==> config.mk <==
export PLATFORM = sky130hd
export DESIGN_NAME = prj_ctrl_seq
export DESIGN_NICKNAME = d
export VERILOG_FILES = /design/src/rtl/prj_pkg.sv /design/src/rtl/prj_dwell_timer.sv /design/src/rtl/prj_ctrl_seq.sv
export SDC_FILE = /design/constraint.sdc
export NUM_CORES = 1
export LEC_CHECK = 0
export BUFFER_PORTS_ARGS = -buffer_cell sky130_fd_sc_hd__buf_2
export CORE_ASPECT_RATIO = 1.1
export CORE_MARGIN = 1.5
export CORE_UTILIZATION = 54
export CTS_CLUSTER_SIZE = 12
export DETAILED_ROUTE_END_ITERATION = 10
export PLACE_DENSITY = 0.76
export SYNTH_ARGS = -nofsm -noshare
export SYNTH_HDL_FRONTEND = slang
export SYNTH_SLANG_ARGS = --single-unit
export TNS_END_PERCENT = 50
==> constraint.sdc <==
create_clock -name clk -period 1.8 [get_ports clk]
set_input_delay 0.27 -clock clk [delete_from_list [all_inputs] [get_ports clk]]
set_output_delay 0.27 -clock clk [all_outputs]
set_load 0.005 [all_outputs]
==> src/rtl/prj_pkg.sv <==
// Shared definitions for the prj_b counter and its control sequencer.
package prj_pkg;

    localparam int unsigned NC_DEFAULT = 32'd2;
    localparam int unsigned CTRL_IDLE  = 32'd0;

    typedef enum logic [0:0] {
        IDLE = 1'b0,
        RUN  = 1'b1
    } seq_state_t;

    // Power-up schedule: entry i holds code i, wrapped to the code width.
    function automatic int unsigned entry_reset_code(input int unsigned idx, input int unsigned nc);
        return idx % (32'd1 << nc);
    endfunction

endpackage

==> src/rtl/prj_dwell_timer.sv <==
// Counts the cycles a schedule entry has been held; tc flags the last cycle of a DWELL window.
module prj_dwell_timer #(
    parameter int unsigned DWELL = 32'd25
) (
    input  logic clk,
    input  logic rst,
    input  logic load,
    input  logic en,
    output logic tc
);

    localparam int unsigned     DW     = (DWELL > 32'd1) ? $clog2(DWELL) : 32'd1;
    localparam logic [DW-1:0]   TC_VAL = DW'(DWELL - 32'd1);
    localparam logic [DW-1:0]   ONE    = DW'(1'b1);

    logic [DW-1:0] cnt_r;

    // Dwell counter: cleared on load, otherwise climbs until it reaches the terminal count.
    always_ff @(posedge clk or posedge rst) begin
        if (rst) begin
            cnt_r <= {DW{1'b0}};
        end else if (load) begin
            cnt_r <= {DW{1'b0}};
        end else if (en && !tc) begin
            cnt_r <= cnt_r + ONE;
        end else begin
            cnt_r <= cnt_r;
        end
    end

    assign tc = (cnt_r == TC_VAL);

endmodule

==> src/rtl/prj_ctrl_seq.sv <==
// Steps the prj_b ctrl input through a loadable table, holding each code DWELL cycles.
// Define PRJ_CTRL_SEQ_LOOP_EN to repeat the schedule until stop instead of a single pass.
module prj_ctrl_seq
    import prj_pkg::*;
#(
    parameter  int unsigned Nc    = NC_DEFAULT,
    parameter  int unsigned STEPS = 32'd4,
    parameter  int unsigned DWELL = 32'd25,
    localparam int unsigned AW    = $clog2(STEPS)
) (
    input  logic          clk,
    input  logic          rst,
    input  logic          wr_en,
    input  logic [AW-1:0] wr_addr,
    input  logic [Nc-1:0] wr_data,
    input  logic          start,
    input  logic          stop,
    output logic [Nc-1:0] ctrl,
    output logic [AW-1:0] step,
    output logic          busy,
    output logic          done
);

    localparam logic [Nc-1:0] CTRL_OFF   = Nc'(CTRL_IDLE);
    localparam logic [AW-1:0] STEP_FIRST = {AW{1'b0}};
    localparam logic [AW-1:0] STEP_LAST  = AW'(STEPS - 32'd1);
    localparam logic [AW-1:0] STEP_ONE   = AW'(1'b1);
    localparam logic [AW:0]   STEPS_W    = (AW+1)'(STEPS);

    seq_state_t    state_r;
    logic [Nc-1:0] tbl_r [STEPS];
    logic          load_s;
    logic          en_s;
    logic          tc_s;
    logic          wr_ok_s;
    logic          last_s;
    logic [AW-1:0] next_step_s;

    assign wr_ok_s     = ({1'b0, wr_addr} < STEPS_W);
    assign last_s      = (step == STEP_LAST);
    assign next_step_s = step + STEP_ONE;

    // Schedule storage; a write lands at the next edge and is only seen when its entry is entered.
    always_ff @(posedge clk or posedge rst) begin
        if (rst) begin
            for (int i = 0; i < int'(STEPS); i++) begin
                tbl_r[i] <= Nc'(entry_reset_code(i, Nc));
            end
        end else if (wr_en && wr_ok_s) begin
            tbl_r[wr_addr] <= wr_data;
        end
    end

    // Dwell timer control: restart on entering a sequence, on each advance and on abort.
    always_comb begin
        load_s = 1'b0;
        en_s   = 1'b0;
        case (state_r)
            IDLE: begin
                if (start && !stop) begin
                    load_s = 1'b1;
                end else begin
                    load_s = 1'b0;
                end
            end
            RUN: begin
                en_s = 1'b1;
                if (stop || tc_s) begin
                    load_s = 1'b1;
                end else begin
                    load_s = 1'b0;
                end
            end
            default: begin
                load_s = 1'b1;
                en_s   = 1'b0;
            end
        endcase
    end

    prj_dwell_timer #(
        .DWELL (DWELL)
    ) u_dwell (
        .clk  (clk),
        .rst  (rst),
        .load (load_s),
        .en   (en_s),
        .tc   (tc_s)
    );

    // Sequencer FSM with registered ctrl/step/busy/done.
    always_ff @(posedge clk or posedge rst) begin
        if (rst) begin
            state_r <= IDLE;
            ctrl    <= CTRL_OFF;
            step    <= STEP_FIRST;
            busy    <= 1'b0;
            done    <= 1'b0;
        end else begin
            done <= 1'b0;
            case (state_r)
                IDLE: begin
                    if (start && !stop) begin
                        state_r <= RUN;
                        ctrl    <= tbl_r[STEP_FIRST];
                        step    <= STEP_FIRST;
                        busy    <= 1'b1;
                    end
                end
                RUN: begin
                    if (stop) begin
                        state_r <= IDLE;
                        ctrl    <= CTRL_OFF;
                        step    <= STEP_FIRST;
                        busy    <= 1'b0;
                    end else if (tc_s) begin
                        if (last_s) begin
                            done <= 1'b1;
                            step <= STEP_FIRST;
`ifdef PRJ_CTRL_SEQ_LOOP_EN
                            ctrl <= tbl_r[STEP_FIRST];
`else
                            state_r <= IDLE;
                            ctrl    <= CTRL_OFF;
                            busy    <= 1'b0;
`endif
                        end else begin
                            step <= next_step_s;
                            ctrl <= tbl_r[next_step_s];
                        end
                    end
                end
                default: begin
                    state_r <= IDLE;
                    ctrl    <= CTRL_OFF;
                    step    <= STEP_FIRST;
                    busy    <= 1'b0;
                end
            endcase
        end
    end

endmodule

# After elaboration in Yosys (flattened, before gate mapping)
# Cells that the tools add are included.
[word_totals] elab_cells=67 reg_bits=20 in_bits=9 out_inout_bits=6
[classes] magnitude_cmp=3 add_sub_neg=2 bitwise_logic=3 muxes=35 n_eq_ne=5 reduce_logical=9
[op_table] op="$mux 2" count=11
[op_table] op="$mux 1" count=14
[op_table] op="$mux 5" count=2
[op_table] op="$bwmux 8" count=1
[op_table] op="$pmux 2 s2" count=2
[op_table] op="$ge 3x3->1 const B" count=2
[op_table] op="$ne 3x2->1 const B" count=2
[op_table] op="$not 2->3" count=2
[op_table] op="$pmux 1 s2" count=3
[op_table] op="$add 5x1->5 const B" count=1
[op_table] op="$eq 5x5->1 const B" count=1
[op_table] op="$bmux 2 s2" count=1
[op_table] op="$demux 2 s2" count=1
[op_table] op="$logic_and 1x1->1" count=3
[op_table] op="$lt 3x1->1 const B" count=1
[op_table] op="$reduce_and 3->1" count=1
[op_table] op="$add 2x1->2 const B" count=1
[op_table] op="$eq 2x2->1 const B" count=1
[op_table] op="$logic_not 1->1" count=2
[op_table] op="$ne 2x2->1 const B" count=1
[op_table] op="$reduce_and 2->1" count=1
[op_table] op="$reduce_bool 2->1" count=1
[op_table] op="$logic_or 1x1->1" count=1
[op_table] op="$not 1->1" count=1

# Depth between registers and ports, before layout
# Gate-level depths: netlist of run 1.
[logic_depth] ltp_word=9 ltp_mapped=5 mapped_depth_nobuf=5

# Modules after synthesis
# A second synthesis of run 1 with hierarchy kept.
[unflattened] cells_unflattened=77 hier_area_um2=979.7
[by_module_without_submodules] module="prj_ctrl_seq" n_inst=1 seq_area_each_um2=380.4 area_per_inst_um2=693.2 cells_per_inst=49
[by_module_without_submodules] module="prj_dwell_timer" n_inst=1 seq_area_each_um2=125.1 area_per_inst_um2=286.5 cells_per_inst=28

# Worst setup path after synthesis of run 1
# No wires, ideal clock.
[synth_timing] path_type="reg-to-reg" from="register step[0]" to="register ctrl[1]" n_path_buf=0 path_slack_ns=0.187 stages_incl_launch_ff=5 arrival_ns=1.489 required_time_ns=1.676 cell_sequence="dfrtp_1 ha_1 mux4_2 and4_4 a211o_1"
[synth_via] elab_chain_cells=9 elab_cells_between_ends=10 cone_classes="add/sub: 1; eq/ne: 1; mux: 7; bitwise: 1"
[synth_rtl] item="start: declaration" line_no="prj_ctrl_seq.sv:19" rtl="output logic [AW-1:0] step,"
[synth_rtl] item="start signal: assignment" line_no="prj_ctrl_seq.sv:128" rtl="step <= next_step_s;"
[synth_rtl] item="$add 2x1->2" line_no="prj_ctrl_seq.sv:41" rtl="assign next_step_s = step + STEP_ONE;"
[synth_rtl] item="$not 2->3 (implied by the code)" line_no="prj_ctrl_seq.sv:129" rtl="ctrl <= tbl_r[next_step_s];"
[synth_rtl] item="$bmux 2 s2" line_no="prj_ctrl_seq.sv:129"
[synth_rtl] item="$mux 2 (implied by the code) (2 in series)" line_no="prj_ctrl_seq.sv:129"
[synth_rtl] item="$mux 2 *" line_no="prj_ctrl_seq.sv:117" rtl="if (last_s) begin"
[synth_rtl] item="$mux 2 *" line_no="prj_ctrl_seq.sv:116" rtl="end else if (tc_s) begin"
[synth_rtl] item="$mux 2 *" line_no="prj_ctrl_seq.sv:111" rtl="if (stop) begin"
[synth_rtl] item="$pmux 2 s2 *" line_no="prj_ctrl_seq.sv:101" rtl="case (state_r)"
[synth_rtl] item="end signal: assignment" line_no="prj_ctrl_seq.sv:105" rtl="ctrl <= tbl_r[STEP_FIRST];"
[synth_rtl] item="end signal: assignment" line_no="prj_ctrl_seq.sv:129"
[synth_rtl] item="end: declaration" line_no="prj_ctrl_seq.sv:18" rtl="output logic [Nc-1:0] ctrl,"
# Every way passes the cells marked *; elsewhere a longest branch is shown, timed or not. The select of a mux whose other input is x is not followed.
# A chain may end at the register's enable or synchronous reset.

# Worst setup path after layout of run 1
# Ends and elaborated chain as after synthesis.

==> results.cfg, run 1 <==
[status]
status = complete, no violations

[routing]
drt_iter0_drc = 12
first_pass_iters = 4
drc_errors = 0
vias = 725
wl_met1_um = 839
wl_um = 1880
wire_per_inst_um = 15.7
dr_wl_met2_um = 966
dr_wl_met3_um = 56
ant_nets = 0
viasPerCell = 6.04
top_layer = met4

[final_layout]
final_util_pct = 65.8
layout-drive-gt1-share_pct = 35.3
diodes = 0
fin_nets = 115
fill_cells = 140
area_delta_synth_final_pct = 16.2
register_area_um2 = 505
multi_input_area_um2 = 462
final_cell_area_um2 = 1160

[timing]
rsz0062_at_grt = false
finalSetupViolCount = 0
max_freq_mhz = 603
setup_total_negative_slack_ns = 0
skew_ns = 0.0117
final_hold_viol_count = 0
worstMarginPinSlew_ns = 0.423
fin_crit_ns = 1.66
holdWs_ns = 0.183
period_share_pct = 92.2
drv_slew = 0
worst_slew_margin_rel_pct = 71.6

[clock_network]
cts_setup_buffers = 0
root_buffer = clkbuf_4
h-tree-depth = 1
clkLatencyLatePin_ns = 0.30
cts_tree = built
clk_pin_slew_ns = 0.12
cts_resized = 0
cts.path.max_buffers = 2
numCtsBuffers = 3
cts.sinks = 20

[setup_path]
worstPathCellList = ha_1 -> mux4_2 -> and4_4 -> a211o_1
cp_data_arrival_time_ns = 1.87
start_kind = flop
regToRegStartpoint = step[0]
r2r_setup_slack_ns = 0.14
required_ns = 2.01
rr_endpoint = ctrl[1]
startpoint = step[0]
cpPeakStageDelay_ns = 0.47
crit_type = flop to flop
ff2ff_path_depth = 4
critPathMaxFanout = 6
cp-end-kind = flop
slowest_stage = dfrtp_1

[floorplanning]
core.rowCount = 16
die_y_um = 48.1
core_um2 = 1760
dieArea_um2 = 2120
die_w_um = 44
ios = 15
start_util_pct = 56.7

[worst_hold_path]
min-delay-start = stop
min-delay-path-class = primary input to flop
holdPathStages = 2
hold_end = state_r

[power_and_ir_drop]
power_density_nw_per_um2 = 958
ir_drop_v = 0.000781
leakagePower_nw = 0.543
finalPower_mw = 1.11

[placement]
hpwl_um = 1400
io_buffers = 14
place_congestion = 0.777
dpl-instance-area_um2 = 1100

[logic_synthesis]
ys_warn_count = 0
postSynth.asyncResetShare_pct = 100
syn_avg_cell_area_um2 = 12.0
synth.largest_area_cell = dfrtp_1
synth_top_area_share_pct = 40.1
synth_nets = 95
synth-edff-count = 0
synth_cell_types = 35
ys_seq_elements = 20
syn_inst = 83
yosysSeqAreaShare_pct = 50.6
ys.flop_type = dfrtp_1
synth_area_leaders = dfrtp_1, dfstp_2, mux2_2, ha_1, nand3_1
syn_area_um2 = 998

[global_routing]
grt_pass1_wl_um = 3120
antenna_found_initial = 0
track_usage_pct = 21.0
overflow = 0
grt_start_max_net_pins = 21
grt_pass1_vias = 715

[flow_run]
drv_cap = 0
## worst max-delay path: cells and delay by family, from the launching register on
kind,cells,cell delay [ns]
AO/OA/AOI/OAI,1,0.26
adder cells (fa/ha/maj),1,0.36
flip-flops,1,0.47
multiplexers,1,0.29
AND/OR/NAND/NOR,1,0.20
## cell families after synthesis
group | share of synthesized area (%)
simple gates | 14.9
fa+ha+maj | 3.76
mux | 15.9
compound gates | 10.8
xor+xnor | 0.877
flops | 50.6
buf+inv | 3.13
## cell usage in the layout, fill, tap and decap left out, drive strengths merged, types with 2 or more instances in the layout
master,synthesis,final
a31oi,3,3
buf,0,16
clkbuf,2,3
dfrtp,16,16
dfstp,4,4
ha,3,3
inv,6,6
mux2,8,8
mux2i,2,2
mux4,2,2
nand3,6,6
nand3b,2,2
nor2,3,3
nor2b,3,3
o21ai,4,4
## power by group
| group | internal (mW) | leakage [nW] | switching (mW) |
|---|---|---|---|
| Clock | 0.225 | 0.0279 | 0.139 |
| Sequential | 0.525 | 0.248 | 0.0558 |
| Combinational | 0.0937 | 0.267 | 0.0722 |
## cell usage after synthesis, drive strengths merged, types with 2 or more instances
library cell,instances
mux2,8
mux4,2
dfstp,4
clkbuf,2
o21ai,4
a31oi,3
mux2i,2
nand3b,2
nor2,3
nor2b,3
dfrtp,16
ha,3
inv,6
nand3,6
## layout make-up
| cell class | count | share of cell area, % |
|---|---|---|
| flip-flops and latches | 20 | 43.6 |
| multi-input cells | 55 | 39.8 |
| repair buffers | 17 | 8.20 |
| clock inverters | 1 | 2.59 |
| clock buffers | 3 | 1.94 |
| inverters | 6 | 1.94 |
| well taps | 18 | 1.94 |
## how the worst max path moves through the flow
| stage | slack, ns | endpoint | depth (start not counted) |
|---|---|---|---|
| after floorplan | 0.19 | ctrl[1] | 4 |
| after global placement | 0.17 | ctrl[1] | 4 |
| after detailed placement | 0.14 | ctrl[1] | 4 |
| after CTS | 0.14 | ctrl[1] | 4 |
| after global routing | 0.01 | busy | 5 |
| final | 0.14 | ctrl[1] | 4 |
## metrics by stage
| stage | instances | setup WS (ns) |
|---|---|---|
| 2_1_floorplan | 83 | 0.187 |
| 3_3_place_gp | 115 | 0.175 |
| 3_5_place_dp | 115 | 0.140 |
| 4_1_cts | 120 | 0.135 |
| 5_1_grt | 120 | 0.0139 |
| 6_report | 120 | 0.141 |
## flip-flops by register name, summed over array words and instances (netlist names)
register and cells:
tbl_r 8, u_dwell.cnt_r 5, ctrl 2, step 2, busy 1, done 1, state_r 1
## repair_timing
action,in CTS,in global routing
hold buffers,1,0
setup endpoints to repair,0,0
hold endpoints to repair,16,0
## metal layers
layer  vias to the layer above  track usage, %
met4                         0            7.27
met5                         -               0
met1                       357            23.7
met2                        14            39.7
li1                        350               -
met3                         4            4.81
Power figures use the tool's default switching activity.
==> run 2, diff against run 1 <==
--- a/config.mk
+++ b/config.mk
@@ -7,12 +7,14 @@
 export LEC_CHECK = 0
 export BUFFER_PORTS_ARGS = -buffer_cell sky130_fd_sc_hd__buf_2
 export CORE_ASPECT_RATIO = 1.1
-export CORE_MARGIN = 1.5
+export CORE_MARGIN = 2
 export CORE_UTILIZATION = 54
 export CTS_CLUSTER_SIZE = 12
 export DETAILED_ROUTE_END_ITERATION = 10
 export PLACE_DENSITY = 0.76
+export SETUP_SLACK_MARGIN = 0.3
 export SYNTH_ARGS = -nofsm -noshare
 export SYNTH_HDL_FRONTEND = slang
+export SYNTH_HIERARCHICAL = 1
 export SYNTH_SLANG_ARGS = --single-unit
 export TNS_END_PERCENT = 50
==> run 2 against run 1 <==
Compared with the run above: worst hold slack gained 0.063 ns; clock power shrank 41%; non-clock buffer count increased by 6; sequential power shrank 4.3%; first-iteration DRC count up 8.3%; critical endpoint is now ctrl[0].
==> results.cfg, run 2 <==
[status]
status = complete, no violations

[floorplanning]
die_y_um = 48.7
start_util_pct = 56.3
ios = 15
core.rowCount = 16
dieArea_um2 = 2170
die_w_um = 44.6
core_um2 = 1740

[final_layout]
fill_cells = 122
layout_common_cells = dfrtp_1, buf_2, mux2_2
area_delta_synth_final_pct = 25.0
multi_input_area_um2 = 504
largest-register = tbl_r
largest_register_ffs = 8
top_regs = tbl_r (8), u_dwell/cnt_r (5)
final_common_cell = dfrtp_1
register_area_um2 = 507
fin_nets = 117
final_util_pct = 70.3
layout-drive-gt1-share_pct = 52.9
diodes = 0

[logic_synthesis]
ys.flop_type = dfrtp_1
yosysSeqAreaShare_pct = 51.6
synth.largest_area_cell = dfrtp_1
syn_inst = 77
synth_nets = 89
syn_area_um2 = 980
synth_area_leaders = dfrtp_1, dfstp_2, mux2_2, mux4_2, ha_1
synth-edff-count = 0
synth_top_area_share_pct = 40.9
ys_warn_count = 6
postSynth.asyncResetShare_pct = 100
syn_avg_cell_area_um2 = 12.7
ys_seq_elements = 20
synthTopCellsByCount = dfrtp_1, mux2_2, inv_1, dfstp_2, nor2_1
synth_cell_types = 28
synth_most_common_cell = dfrtp_1

[global_routing]
grt_start_max_net_pins = 16
overflow = 0
track_usage_pct = 19.8
met2_usage_pct = 29.0
grt_pass1_vias = 712
grt_pass1_wl_um = 3190
grt.met1_usage_pct = 29.9
top_usage_layer = met1
use_met3_pct = 2.24
antenna_found_initial = 0

[power_and_ir_drop]
power_density_nw_per_um2 = 787
leakagePower_nw = 0.586
ir_drop_v = 0.000618
finalPower_mw = 0.964

[setup_path]
required_ns = 1.98
slowest_stage = mux4_2
r2r_setup_slack_ns = 0.07
cp-end-kind = flop
ff2ff_path_depth = 4
rr_endpoint = ctrl[0]
worstPathCellList = ha_4 -> mux4_2 -> and2_1 -> a221o_1
cp_data_arrival_time_ns = 1.92
cp_num_buf_inv = 0
cpPeakStageDelay_ns = 0.48
crit_type = flop to flop
critPathMaxFanout = 3
crit_family = multiplexers
regToRegStartpoint = step[0]
start_kind = flop
startpoint = step[0]

[timing]
final_hold_viol_count = 0
max_freq_mhz = 578
drv_slew = 0
finalSetupViolCount = 0
setup_total_negative_slack_ns = 0
period_share_pct = 96.2
rsz0062_at_grt = true
setup_ws_ns = 0.0690
fin_crit_ns = 1.73
worst_slew_margin_rel_pct = 63.4
worstMarginPinSlew_ns = 0.548
skew_ns = 0.000891

[routing]
wl_um = 1770
drc_errors = 0
vias = 695
ant_nets = 0
viasPerCell = 5.70
first_pass_iters = 4
wire_per_inst_um = 14.5
drt_iter0_drc = 13

[clock_network]
numCtsBuffers = 3
h-tree-depth = 1
clk_pin_slew_ns = 0.11
cts.sinks = 20
cts_tree = built
clkLatencyLatePin_ns = 0.29
root_buffer = clkbuf_4
cts.path.max_buffers = 2

[worst_hold_path]
hold_end = state_r
holdPathStages = 3
min-delay-start = start
min-delay-path-class = primary input to flop

[placement]
io_buffers = 14
post-place-ws_ns = 0.0788
place_congestion = 0.741
hpwl_um = 1340

[flow_run]
drv_cap = 0
run 2: metrics by stage:
stage / instances / area, um^2 / hold slack (ns)
floorplan: 77 / 993 / 0.0485
global placement: 112 / 1110 / 0.189
detailed placement: 112 / 1110 / 0.191
CTS: 119 / 1170 / 0.204
global route: 122 / 1220 / 0.245
finish: 122 / 1220 / 0.246
run 2: cell families (layout without fill, tap and decap cells):
kind of cell	count (synthesis)	count (layout)	share of synthesized area [%]
AND/OR/NAND/NOR	23	23	16.2
flip-flops	20	20	51.6
AO/OA/AOI/OAI	12	12	9.32
multiplexers	11	11	14.9
buffers and inverters	6	33	2.30
adder cells (fa/ha/maj)	3	3	3.83
XOR/XNOR	2	2	1.79
run 2: repair_timing:
action	4_1_cts	5_1_grt
endpoints found under the hold margin	5	0
setup endpoints to repair	10	10
gates resized for setup	3	8
buffers inserted	2	3
hold buffers	1	0
pin swaps	0	1
run 2: worst max path at each step:
stage	end	slack, ns	cells after the start
after detailed placement	ctrl[0]	0.08	4
final	ctrl[0]	0.07	4
after global routing	ctrl[0]	0.0004	4
after CTS	ctrl[0]	0.06	4
after floorplan	ctrl[0]	0.08	4
after global placement	ctrl[0]	0.11	4
run 2: final cells by class:
class | instances | share of cell area, %
sequential | 20 | 41.4
multi-input combinational | 51 | 41.2
timing repair buffer | 23 | 11.4
clock buffer | 4 | 2.15
inverter | 6 | 2.04
tap | 18 | 1.84
run 2: routing by layer:
layer / vias up / wire, um
li1: 337 / -
met1: 340 / 800
met2: 16 / 898
met3: 2 / 56
met4: 0 / 14
met5: - / 0
run 2: power breakdown:
| group | total [mW] | leakage, nW | switching, mW | internal [mW] |
|---|---|---|---|---|
| sequential | 0.556 | 0.248 | 0.0379 | 0.518 |
| combinational | 0.194 | 0.323 | 0.0822 | 0.112 |
| clock | 0.214 | 0.0150 | 0.128 | 0.0861 |
run 2: worst reg2reg max path, delay by kind of cell, from the launching register on:
family	cells	cell delay, ns
AO/OA/AOI/OAI	1	0.25
flip-flops	1	0.44
AND/OR/NAND/NOR	1	0.17
adder cells (fa/ha/maj)	1	0.29
multiplexers	1	0.48
